File: src/rtl/elev_pkg.sv
// Shared types and constants for the elevator scheduler.
//   NFLOORS / FLOOR_W : floor count and floor-index width
//   CNT_W             : door-dwell counter width
//   sched_state_t     : scheduler FSM states
//   dir_t             : travel direction
//   floor_onehot()    : floor index to one-hot request mask
package elev_pkg;

  localparam int unsigned NFLOORS = 4;
  localparam int unsigned FLOOR_W = 2;
  localparam int unsigned CNT_W   = 4;

  typedef enum logic [1:0] {
    IDLE  = 2'd0,
    MOVE  = 2'd1,
    DWELL = 2'd2
  } sched_state_t;

  typedef enum logic {
    DOWN = 1'b0,
    UP   = 1'b1
  } dir_t;

  function automatic logic [NFLOORS-1:0] floor_onehot(input logic [FLOOR_W-1:0] f);
    floor_onehot = NFLOORS'(1) << f;
  endfunction

endpackage

File: src/rtl/next_floor_sel.sv
// Combinational SCAN target selector.
//   pending : outstanding request vector
//   cf      : current floor
//   dir     : current travel direction
//   target  : next floor to serve
//   new_dir : direction to adopt when heading to target
//   found   : any request outstanding
module next_floor_sel
  import elev_pkg::*;
(
  input  logic [NFLOORS-1:0] pending,
  input  logic [FLOOR_W-1:0] cf,
  input  dir_t               dir,
  output logic [FLOOR_W-1:0] target,
  output dir_t               new_dir,
  output logic               found
);

  logic               above_found;
  logic               below_found;
  logic [FLOOR_W-1:0] above_idx;
  logic [FLOOR_W-1:0] below_idx;

  // Nearest pending floor strictly above and strictly below cf.
  always_comb begin
    above_found = 1'b0;
    below_found = 1'b0;
    above_idx   = '0;
    below_idx   = '0;
    // Scan top-down so the last hit is the lowest floor above cf.
    for (int i = int'(NFLOORS) - 1; i >= 0; i--) begin
      if ((i > int'(cf)) && pending[i]) begin
        above_found = 1'b1;
        above_idx   = FLOOR_W'(i);
      end
    end
    // Scan bottom-up so the last hit is the highest floor below cf.
    for (int i = 0; i < int'(NFLOORS); i++) begin
      if ((i < int'(cf)) && pending[i]) begin
        below_found = 1'b1;
        below_idx   = FLOOR_W'(i);
      end
    end
  end

  // Keep direction while work remains ahead; otherwise reverse.
  always_comb begin
    target  = cf;
    new_dir = dir;
    found   = |pending;
    if (dir == UP) begin
      if (above_found) begin
        target  = above_idx;
        new_dir = UP;
      end else if (below_found) begin
        target  = below_idx;
        new_dir = DOWN;
      end
    end else begin
      if (below_found) begin
        target  = below_idx;
        new_dir = DOWN;
      end else if (above_found) begin
        target  = above_idx;
        new_dir = UP;
      end
    end
  end

endmodule

File: src/rtl/floor_request_scheduler.sv
// Latches floor calls, picks the next target with a SCAN policy, drives it
// to the elevator FSM, and holds the door open for DWELL_CYCLES on arrival.
//   clk, rst  : clock, synchronous active-high reset
//   req       : call buttons, one per floor (level-sampled)
//   cf        : current floor from the elevator FSM
//   floor     : registered target floor
//   door_open : high throughout the dwell interval
//   busy      : FSM not idle or requests outstanding
//   pending   : registered outstanding-request vector
//   dir       : travel direction, 1 = up
module floor_request_scheduler
  import elev_pkg::*;
#(
  parameter int unsigned DWELL_CYCLES = 4
) (
  input  logic               clk,
  input  logic               rst,
  input  logic [NFLOORS-1:0] req,
  input  logic [FLOOR_W-1:0] cf,
  output logic [FLOOR_W-1:0] floor,
  output logic               door_open,
  output logic               busy,
  output logic [NFLOORS-1:0] pending,
  output logic               dir
);

  localparam logic [CNT_W-1:0] DWELL_LOAD = CNT_W'(DWELL_CYCLES - 1);

  sched_state_t       state_q, state_d;
  logic [NFLOORS-1:0] pending_q, pending_d;
  logic [FLOOR_W-1:0] floor_q, floor_d;
  dir_t               dir_q, dir_d;
  logic [CNT_W-1:0]   cnt_q, cnt_d;
  logic               door_open_q, door_open_d;
  logic               busy_q, busy_d;

  logic [NFLOORS-1:0] clr_mask;
  logic [FLOOR_W-1:0] sel_target;
  dir_t               sel_dir;
  logic               sel_found;
  logic               between;

  next_floor_sel u_sel (
    .pending (pending_q),
    .cf      (cf),
    .dir     (dir_q),
    .target  (sel_target),
    .new_dir (sel_dir),
    .found   (sel_found)
  );

  // A nearer request strictly between cf and the current target, ahead of travel.
  always_comb begin
    if (dir_q == UP) begin
      between = (sel_target > cf) && (sel_target < floor_q);
    end else begin
      between = (sel_target < cf) && (sel_target > floor_q);
    end
  end

  // Next-state and registered-output logic.
  always_comb begin
    state_d = state_q;
    floor_d = floor_q;
    dir_d   = dir_q;
    cnt_d   = cnt_q;

    // The open door absorbs its own floor's button, even if held.
    clr_mask  = (state_q == DWELL) ? floor_onehot(cf) : '0;
    pending_d = (pending_q | req) & ~clr_mask;

    unique case (state_q)
      IDLE: begin
        if (sel_found) begin
          floor_d = sel_target;
          dir_d   = sel_dir;
          state_d = MOVE;
        end else begin
          floor_d = cf;
        end
      end
      MOVE: begin
        if (cf == floor_q) begin
          state_d = DWELL;
          cnt_d   = DWELL_LOAD;
        end else if (sel_found && (sel_dir == dir_q) && between) begin
          floor_d = sel_target;
        end
      end
      DWELL: begin
        if (cnt_q == '0) begin
          state_d = IDLE;
        end else begin
          cnt_d = cnt_q - CNT_W'(1);
        end
      end
      default: state_d = IDLE;
    endcase

    door_open_d = (state_d == DWELL);
    busy_d      = (state_d != IDLE) || (|pending_d);
  end

  always_ff @(posedge clk) begin
    if (rst) begin
      state_q     <= IDLE;
      pending_q   <= '0;
      floor_q     <= '0;
      dir_q       <= UP;
      cnt_q       <= '0;
      door_open_q <= 1'b0;
      busy_q      <= 1'b0;
    end else begin
      state_q     <= state_d;
      pending_q   <= pending_d;
      floor_q     <= floor_d;
      dir_q       <= dir_d;
      cnt_q       <= cnt_d;
      door_open_q <= door_open_d;
      busy_q      <= busy_d;
    end
  end

  assign floor     = floor_q;
  assign door_open = door_open_q;
  assign busy      = busy_q;
  assign pending   = pending_q;
  assign dir       = dir_q;

endmodule

File: config.mk
export PLATFORM = sky130hd
export DESIGN_NAME = floor_request_scheduler
export DESIGN_NICKNAME = d
export VERILOG_FILES = /design/src/rtl/elev_pkg.sv /design/src/rtl/next_floor_sel.sv /design/src/rtl/floor_request_scheduler.sv
export SDC_FILE = /design/constraint.sdc
export NUM_CORES = 1
export LEC_CHECK = 0
export ABC_AREA = 1
export CAP_MARGIN = 20
export CELL_PAD_IN_SITES_DETAIL_PLACEMENT = 1
export CELL_PAD_IN_SITES_GLOBAL_PLACEMENT = 1
export CORE_ASPECT_RATIO = 0.7
export CORE_MARGIN = 8
export CORE_UTILIZATION = 40
export DETAILED_ROUTE_END_ITERATION = 16
export PLACE_DENSITY_LB_ADDON = 0.2
export SLEW_MARGIN = 25
export SYNTH_ARGS = -nofsm -noshare
export SYNTH_HDL_FRONTEND = slang
export SYNTH_SLANG_ARGS = --single-unit
File: constraint.sdc
create_clock -name clk -period 4.6 [get_ports clk]
set_input_delay 0.69 -clock clk [delete_from_list [all_inputs] [get_ports clk]]
set_output_delay 0.69 -clock clk [all_outputs]
set_load 0.02 [all_outputs]
# Word-level counts from Yosys, hierarchy flattened
# Index checks and enable logic that the tools add are counted.
[op_classes]
eq_ne = 9
n_shift = 1
n_mux = 34
n_lt_le_gt_ge = 10
add_sub_neg = 1
bitwise = 3
reduce_logical = 21
[ops]
columns = ["operator", "n"]
rows = [
  ["$mux 2", 15],
  ["$mux 1", 13],
  ["$mux 4", 3],
  ["$logic_and 1x1->1", 10],
  ["$ne 2x2->1 const B", 4],
  ["$pmux 4 s2", 1],
  ["$reduce_or 4->1", 2],
  ["$pmux 2 s3", 1],
  ["$reduce_and 3->1", 2],
  ["$reduce_bool 2->1", 3],
  ["$and 4x4->4", 1],
  ["$eq 2x2->1 const B", 2],
  ["$gt 2x2->1", 2],
  ["$gt 2x2->1 const A", 2],
  ["$logic_not 4->1", 1],
  ["$lt 1x2->1 const A", 2],
  ["$lt 2x2->1", 2],
  ["$not 4->4", 1],
  ["$or 4x4->4", 1],
  ["$pmux 2 s2", 1],
  ["$shl 1x2->4 const A", 1],
  ["$sub 4x1->4 const B", 1],
  ["$eq 2x1->1 const B", 1],
  ["$eq 2x2->1", 1],
  ["6 further kinds", 6],
]
[word_totals]
word_cells = 86
output_inout_bits = 9
inputBits = 8
reg_bits = 15

# Logic depth before layout (Yosys ltp)
# Gate-level depths: netlist (run 1).
[logic_depth]
word_depth = 15
depth_mapped = 19
ltp_nobuf = 18

# Modules after synthesis
# A second synthesis (run 1) with hierarchy kept.
[hier_totals]
cells_unflattened = 174
hier_area_um2 = 1144.8
[modules_own_cells]
columns = ["module", "n_inst", "cells_per_inst", "area_each_um2", "seq_area_each_um2"]
rows = [
  ["floor_request_scheduler", 1, 134, 920.9, 300.3],
  ["next_floor_sel", 1, 40, 224.0, 0.0],
]

# Least setup slack after synthesis (run 1)
# No wires, ideal clock.
[synth_path]
path_type = "input to register"
startpoint = "input cf[1]"
endpoint = "register floor_q[0], in the netlist floor[0]"
t_arrival_ps = 2343
setup_slack_ps = 2144
stages = 17
n_path_buf = 1
t_required_ps = 4487
setup_time_ps = 113
path_cell_list = "buf_6 o21ai_2 nand3_1 nand2_2 nand2_1 o21ai_1 nand2_1 nand2_1 ha_1 a21oi_1 nand3_1 nand2_1 nand3_1 nor2_1 nor2_1 nor2_1 nor2_1"
[synth_between]
elab_chain_len = 14
word_cells_on_any_way = 51
cone_classes = "10 x order compare; 4 x eq/ne; 26 x mux; 11 x reduce/logical"
[synth_lines]
columns = ["item", "line_no", "rtl"]
rows = [
  ["from (decl)", "floor_request_scheduler.sv:19", "input logic [FLOOR_W-1:0] cf,"],
  ["$gt 2x2->1 / $lt 1x2->1 (equally long branches)", "next_floor_sel.sv:32, next_floor_sel.sv:39", ""],
  ["$logic_and 1x1->1 (on tied branches)", "next_floor_sel.sv:32, next_floor_sel.sv:39", ""],
  ["$mux 2 (tied with other cells) (3 in a row)", "next_floor_sel.sv:32", "if ((i > int'(cf)) && pending[i]) begin"],
  ["$mux 2 (on tied branches)", "next_floor_sel.sv:63, next_floor_sel.sv:55", ""],
  ["$mux 2 (on tied branches)", "next_floor_sel.sv:60, next_floor_sel.sv:52", ""],
  ["$mux 2", "next_floor_sel.sv:51", "if (dir == UP) begin"],
  ["$lt 2x2->1 (tied with other cells)", "floor_request_scheduler.sv:57", "between = (sel_target < cf) && (sel_target > floor_q);"],
  ["$logic_and 1x1->1 (on tied branches)", "floor_request_scheduler.sv:57, floor_request_scheduler.sv:55", ""],
  ["$mux 1", "floor_request_scheduler.sv:54", "if (dir_q == UP) begin"],
  ["$logic_and 1x1->1", "floor_request_scheduler.sv:86", "end else if (sel_found && (sel_dir == dir_q) && between) begin"],
  ["$ne 2x2->1 (no line)", "-", ""],
  ["$reduce_and 3->1 (no line)", "-", ""],
  ["to (signal assigned)", "floor_request_scheduler.sv:116", "floor_q <= floor_d;"],
  ["to (decl)", "floor_request_scheduler.sv:31", "logic [FLOOR_W-1:0] floor_q, floor_d;"],
]
# Several ways; a longest one is shown, not always the timed one. The select of a mux whose other input is x is not followed.
# A chain may end at the register's enable or synchronous reset.

# Final worst setup path (run 1)
# Ends and elaborated chain as after synthesis.

==> impl_metrics.py, run 1 <==
metrics = {
    "global_routing": {
        "overflow": 0,
        "track_usage_pct": 14.0,
        "grt_pass1_wl_mm": 5.25,
        "antenna_found_initial": 0,
        "grt_max_degree": 11,
        "grt_pass1_vias": 1205,
    },
    "finish": {
        "drive_gt1_share_pct": 10.8,
        "syn2layout_area_growth_pct": 20.0,
        "nets": 205,
        "instances_no_fill": 222,
        "finish.utilization_pct": 49.3,
        "antenna_cells": 0,
    },
    "worst_hold_path": {
        "hold_depth": 1,
        "min_to": "cnt_q[0]",
        "holdCritStartpoint": "cnt_q[0]",
        "hold_path_class": "reg2reg",
    },
    "sta": {
        "slew_headroom_pct": 62.4,
        "fin_crit_ns": 3.29,
        "finalWorstSetupSlack_ns": 1.31,
        "clock_skew_ns": 0.00714,
        "tns_ns": 0,
        "post-route-period-util_pct": 71.4,
        "setup_viol": 0,
        "maxSlewViolCount": 0,
        "hold_violations": 0,
        "max_freq_mhz": 304,
        "rsz0062_at_grt": "no",
        "hold_slack_ns": 0.472,
        "worst_pin_slew_ns": 0.562,
    },
    "placed_design": {
        "port_buffers": 16,
        "pre_cts_slack_ns": 1.03,
        "dp_cells": 218,
        "place_congestion": 0.814,
        "dp_hpwl_mm": 2.49,
    },
    "floorplanning": {
        "die_y_microns": 60.2,
        "rows": 16,
        "ioPinCount": 17,
        "start_util_pct": 41.1,
        "dieWidth_microns": 79.2,
        "dieArea_sq_um": 4770,
        "coreArea_sq_um": 2720,
    },
    "logic_synthesis": {
        "synth_edf_count": 0,
        "postSynthAreaPerCell_sq_um": 6.62,
        "syn-cell-area_sq_um": 1120,
        "netlist_instances": 169,
        "synthMostInstantiatedCell": "nand2_1",
        "async_flop_share_pct": 0,
        "yosysWarnings": 0,
        "yosysTopAreaCellShare_pct": 26.8,
        "ys.flop_type": "dfxtp_1",
        "synth_nets": 187,
        "synth_area_leader_cell": "dfxtp_1",
        "yosys-top-cells-area": "dfxtp_1, ha_1, nand2_1",
        "netlist_top_cells_count": "nand2_1, inv_1, nor2_1, nand3_1, dfxtp_1",
        "synth_seq_area_share_pct": 26.8,
        "yosysUniqueCellTypes": 28,
        "ys_ff_latch": 15,
    },
    "cts": {
        "clkLatencyLatePin_ns": 0.26,
        "ctsRootBufferMaster": "clkbuf_8",
        "holdBufCountCts": 0,
        "cts_buffers": 3,
        "htreeDepth": 1,
        "cts_sinks": 15,
        "clk_pin_slew_ns": 0.06,
        "post_cts_buffers": 0,
        "ctsResizeCount": 0,
        "clk_path_buf_depth": 2,
        "cts_tree": "yes",
    },
    "drt": {
        "top_layer_used": "met4",
        "drt_iter0_drc": 29,
        "remaining_drc_errors": 0,
        "dr_total_vias": 1104,
        "met1Wirelength_mm": 1.46,
        "first_pass_iters": 4,
        "wl_met2_mm": 1.26,
        "routed_via_density": 4.97,
        "wl_mm": 2.96,
        "routedWlPerCell_microns": 13.4,
        "met3RoutedLength_microns": 207,
        "ant_nets": 0,
    },
    "setup_path": {
        "cp_max_fo": 10,
        "endpoint_kind": "flip-flop",
        "reg2reg_slack_ns": 2.18,
        "critPathArrivalTime_ns": 3.44,
        "cp-start-kind": "primary input",
        "r2r-end": "floor[0]",
        "r2r-start": "pending[2]",
        "crit_required_ns": 4.75,
        "rr_worst_depth": 16,
        "path_class": "in2reg",
    },
    "power": {
        "ir_drop_mv": 0.189,
        "cellPowerDensity_nw_per_um2": 388,
        "switching_share_pct": 41.4,
        "clkPwrFrac_pct": 21.2,
        "comb_power_share_pct": 45.8,
        "internal-power_mw": 0.305,
        "p_leak_nw": 0.654,
        "p_sw_mw": 0.215,
        "pwr-share-seq_pct": 33.0,
    },
    "outcome": {
        "status": "finished, final reports clean",
    },
    "job": {
        "drv_cap": 0,
    },
}
-- stage by stage --
step | power, mW | cell area (sq um)
finish | 0.521 | 1340
global route | 0.570 | 1340
CTS | 0.527 | 1340
detailed placement | 0.415 | 1300
global placement | 0.405 | 1300
floorplan | 0.345 | 1120
-- placed cells by master, fill, tap and decap left out, drive strengths merged --
| cell type | instances |
|---|---|
| nand4 | 1 |
| inv | 29 |
| o21ai | 10 |
| nor2 | 30 |
| o32ai | 2 |
| and2 | 1 |
| clkdlybuf4s50 | 16 |
| ha | 10 |
| a21oi | 2 |
| xor2 | 1 |
| a31oi | 2 |
| nand3 | 17 |
| o211ai | 3 |
| o22ai | 1 |
| o21bai | 1 |
| clkbuf | 4 |
| nand3b | 1 |
| nand2 | 40 |
| dfxtp | 15 |
-- routing by layer --
| metal | GRT usage (%) | vias up |
|---|---|---|
| li1 | - | 569 |
| met5 | 0 | - |
| met1 | 17.4 | 508 |
| met2 | 21.8 | 22 |
| met4 | 5.51 | 0 |
| met3 | 4.80 | 5 |
-- power groups by stage --
stage / Sequential, mW / Combinational (mW) / Clock, mW
final: 0.172 / 0.238 / 0.110
after global routing: 0.176 / 0.274 / 0.120
after CTS: 0.173 / 0.241 / 0.113
after detailed placement: 0.175 / 0.239 / 0
after global placement: 0.173 / 0.232 / 0
after floorplan: 0.181 / 0.164 / 0
-- worst max-delay path, cell delays in order --
cell and delay, ns:
clkdlybuf4s50_1 0.82, nand3_2 0.18, nand3_1 0.20, nand2_2 0.08
nand2_1 0.08, o21ai_1 0.07, nand2_1 0.06, nand2_1 0.10
ha_1 0.31, a21oi_1 0.23, nand3_1 0.11, nand2_1 0.09
nand3_1 0.07, nor2_1 0.09, nor2_1 0.06, nor2_1 0.11
nor2_1 0.06
-- final cells by class --
| class | count | area, sq um |
|---|---|---|
| fillers | 362 | 1380 |
| multi-input cells | 122 | 678 |
| flip-flops and latches | 15 | 300 |
| repair buffers | 16 | 160 |
| inverters | 29 | 114 |
| clock buffers | 4 | 45.0 |
| well taps | 36 | 45.0 |
-- cell families after synthesis --
| kind of cell | synth area share (%) |
|---|---|
| AO/OA/AOI/OAI | 12.0 |
| adder cells (fa/ha/maj) | 11.2 |
| XOR/XNOR | 0.783 |
| buffers and inverters | 12.5 |
| AND/OR/NAND/NOR | 36.7 |
| flip-flops | 26.8 |
-- worst max path at each step --
stage | start | end | cells past startpoint
finish | cf[1] | floor[0] | 17
global route | cf[1] | floor[1] | 17
CTS | cf[1] | floor[0] | 17
detailed placement | cf[1] | floor[0] | 17
global placement | cf[1] | floor[1] | 16
floorplan | cf[1] | floor[0] | 17
-- state kept, by name (all words and copies together) (netlist names) --
name       cells
pending        4
door_open      1
cnt_q          4
dir            1
state_q        2
floor          2
busy           1
Note: power is estimated with default switching activity, not from simulation.
==> run 2: changes to the inputs <==
Settings changed: CORE_UTILIZATION 40 to 37.
Clock period 4.6 ns to 3.19 ns, I/O delays scaled along.
==> run 2 against run 1 <==
  * Sequential cell count unchanged
  * Non-clock buffer count up 2
  * Largest cell class unchanged
  * Clock power up 42%
  * Critical path type unchanged
  * Via count up 2.1%
  * Total power up 45%
  * Global-route usage down 0.36 points
  * Critical path depth unchanged
  * Sequential power up 43%
  * Hold slack worse by 0.0054 ns
  * Die area up 6.2%
==> impl_metrics.py, run 2 (synthesis results as in run 1) <==
metrics = {
    "job": {
        "drv_cap": 0,
    },
    "drt": {
        "drt_iter0_drc": 72,
        "routed_via_density": 5.03,
        "dr_total_vias": 1127,
        "wl_mm": 3.15,
        "remaining_drc_errors": 0,
        "first_pass_iters": 4,
        "ant_nets": 0,
        "routedWlPerCell_microns": 14.1,
    },
    "finish": {
        "multi_input_area_sq_um": 678,
        "syn2layout_area_growth_pct": 21.8,
        "finish.utilization_pct": 47.9,
        "antenna_cells": 0,
        "final_cell_area_sq_um": 1360,
        "drive_gt1_share_pct": 11.7,
        "fillers": 368,
        "ff_latch_area_sq_um": 300,
        "nets": 207,
        "final_cell_mix": "nand2_1, inv_1, nor2_1",
        "mostFrequentLayoutCell": "nand2_1",
    },
    "sta": {
        "hold_violations": 0,
        "worst_pin_slew_ns": 0.452,
        "rsz0062_at_grt": "no",
        "post-route-period-util_pct": 82.6,
        "setup_viol": 0,
        "clock_skew_ns": 0.00204,
        "max_freq_mhz": 379,
        "slew_headroom_pct": 69.8,
        "fin_crit_ns": 2.64,
        "maxSlewViolCount": 0,
        "hold_slack_ns": 0.467,
    },
    "setup_path": {
        "endpoint_kind": "flip-flop",
        "cp_max_fo": 7,
        "path_class": "in2reg",
        "cp-start-kind": "primary input",
        "critPathArrivalTime_ns": 2.78,
        "crit_required_ns": 3.33,
    },
    "power": {
        "cellPowerDensity_nw_per_um2": 555,
        "comb_power_share_pct": 46.7,
        "clkPwrFrac_pct": 20.7,
        "p_sw_mw": 0.314,
        "internal-power_mw": 0.441,
        "pwr-share-seq_pct": 32.6,
        "switching_share_pct": 41.6,
        "ir_drop_mv": 0.276,
        "p_leak_nw": 0.682,
    },
    "cts": {
        "ctsRootBufferMaster": "clkbuf_8",
        "clk_path_buf_depth": 2,
        "cts_buffers": 3,
        "htreeDepth": 1,
        "clk_pin_slew_ns": 0.06,
        "clkLatencyLatePin_ns": 0.25,
        "cts_sinks": 15,
        "cts_tree": "yes",
        "holdBufCountCts": 0,
    },
    "floorplanning": {
        "dieArea_sq_um": 5070,
        "start_util_pct": 39.3,
        "rows": 16,
        "coreArea_sq_um": 2840,
        "dieWidth_microns": 81.7,
        "die_y_microns": 62,
        "ioPinCount": 17,
    },
    "placed_design": {
        "place_area_sq_um": 1310,
        "dp_hpwl_mm": 2.58,
        "place_congestion": 0.835,
        "port_buffers": 16,
    },
    "global_routing": {
        "overflow": 0,
        "grt_pass1_wl_mm": 5.30,
        "track_usage_pct": 13.7,
        "antenna_found_initial": 0,
        "grt_max_degree": 10,
        "grt_pass1_vias": 1137,
    },
    "outcome": {
        "status": "finished, final reports clean",
    },
    "worst_hold_path": {
        "hold_path_class": "reg2reg",
    },
}
-- run 2: final cells by class --
cell class / instances / share of cell area (%)
clock buffer: 4 / 3.31
inverter: 29 / 8.36
multi-input combinational: 122 / 49.8
sequential: 15 / 22.0
tap: 36 / 3.31
timing repair buffer: 18 / 13.2
-- run 2: per-layer routing --
layer | part of all wire, % | wire length [microns] | up-vias | track usage, %
li1 | - | - | 573 | -
met4 | 0.76 | 24 | 0 | 3.73
met2 | 39 | 1240 | 29 | 20.0
met1 | 54 | 1690 | 521 | 18.8
met3 | 6.1 | 192 | 4 | 4.31
met5 | 0 | 0 | - | 0
-- run 2: path summary, 6_finish.rpt --
| kind | startpoint | to | slack, ns | cells past startpoint |
|---|---|---|---|---|
| worst max-delay path | cf[0] | floor[1] | 0.55 | 17 |
| worst min-delay path | cnt_q[0] | cnt_q[0] | 0.47 | 1 |
| worst max register to register | pending[2] | floor[1] | 0.77 | 16 |
| worst min register to register | cnt_q[0] | cnt_q[0] | 0.47 | 1 |
-- run 2: what timing repair did --
| action | 4_1_cts | 5_1_grt |
|---|---|---|
| endpoints found under the setup margin | 0 | 2 |
| gates resized for setup | 0 | 2 |
| buffers inserted | 0 | 0 |
-- run 2: worst max-delay path: stages --
cell and delay (ns):
dlymetal6s2s_1 0.36, nand3_2 0.19, nand3_1 0.20, nand2_2 0.08, nand2_1 0.09, o21ai_1 0.07
nand2_1 0.06, nand2_1 0.11, ha_1 0.32, a21oi_1 0.24, nand3_1 0.10, nand2_1 0.09
nand3_1 0.08, nor2_1 0.09, nor2_1 0.05, nor2_1 0.11, nor2_1 0.06
-- run 2: metrics by stage --
| stage | worst slack (ns) | setup TNS (ns) | power (mW) | cells |
|---|---|---|---|---|
| final | 0.554 | 0 | 0.756 | 224 |
| after global routing | 0.351 | 0 | 0.822 | 224 |
| after CTS | 0.189 | 0 | 0.763 | 224 |
| after detailed placement | -0.0662 | -0.0977 | 0.601 | 220 |
| after global placement | 0.154 | 0 | 0.586 | 220 |
| after floorplan | 0.946 | 0 | 0.497 | 169 |
-- run 2: power by group through the flow --
stage                     clock network, mW  registers [mW]  logic (mW)
after CTS                             0.160           0.247       0.356
after global routing                  0.167           0.251       0.403
after floorplan                           0           0.261       0.237
after detailed placement                  0           0.251       0.350
final                                 0.156           0.246       0.353
after global placement                    0           0.249       0.337
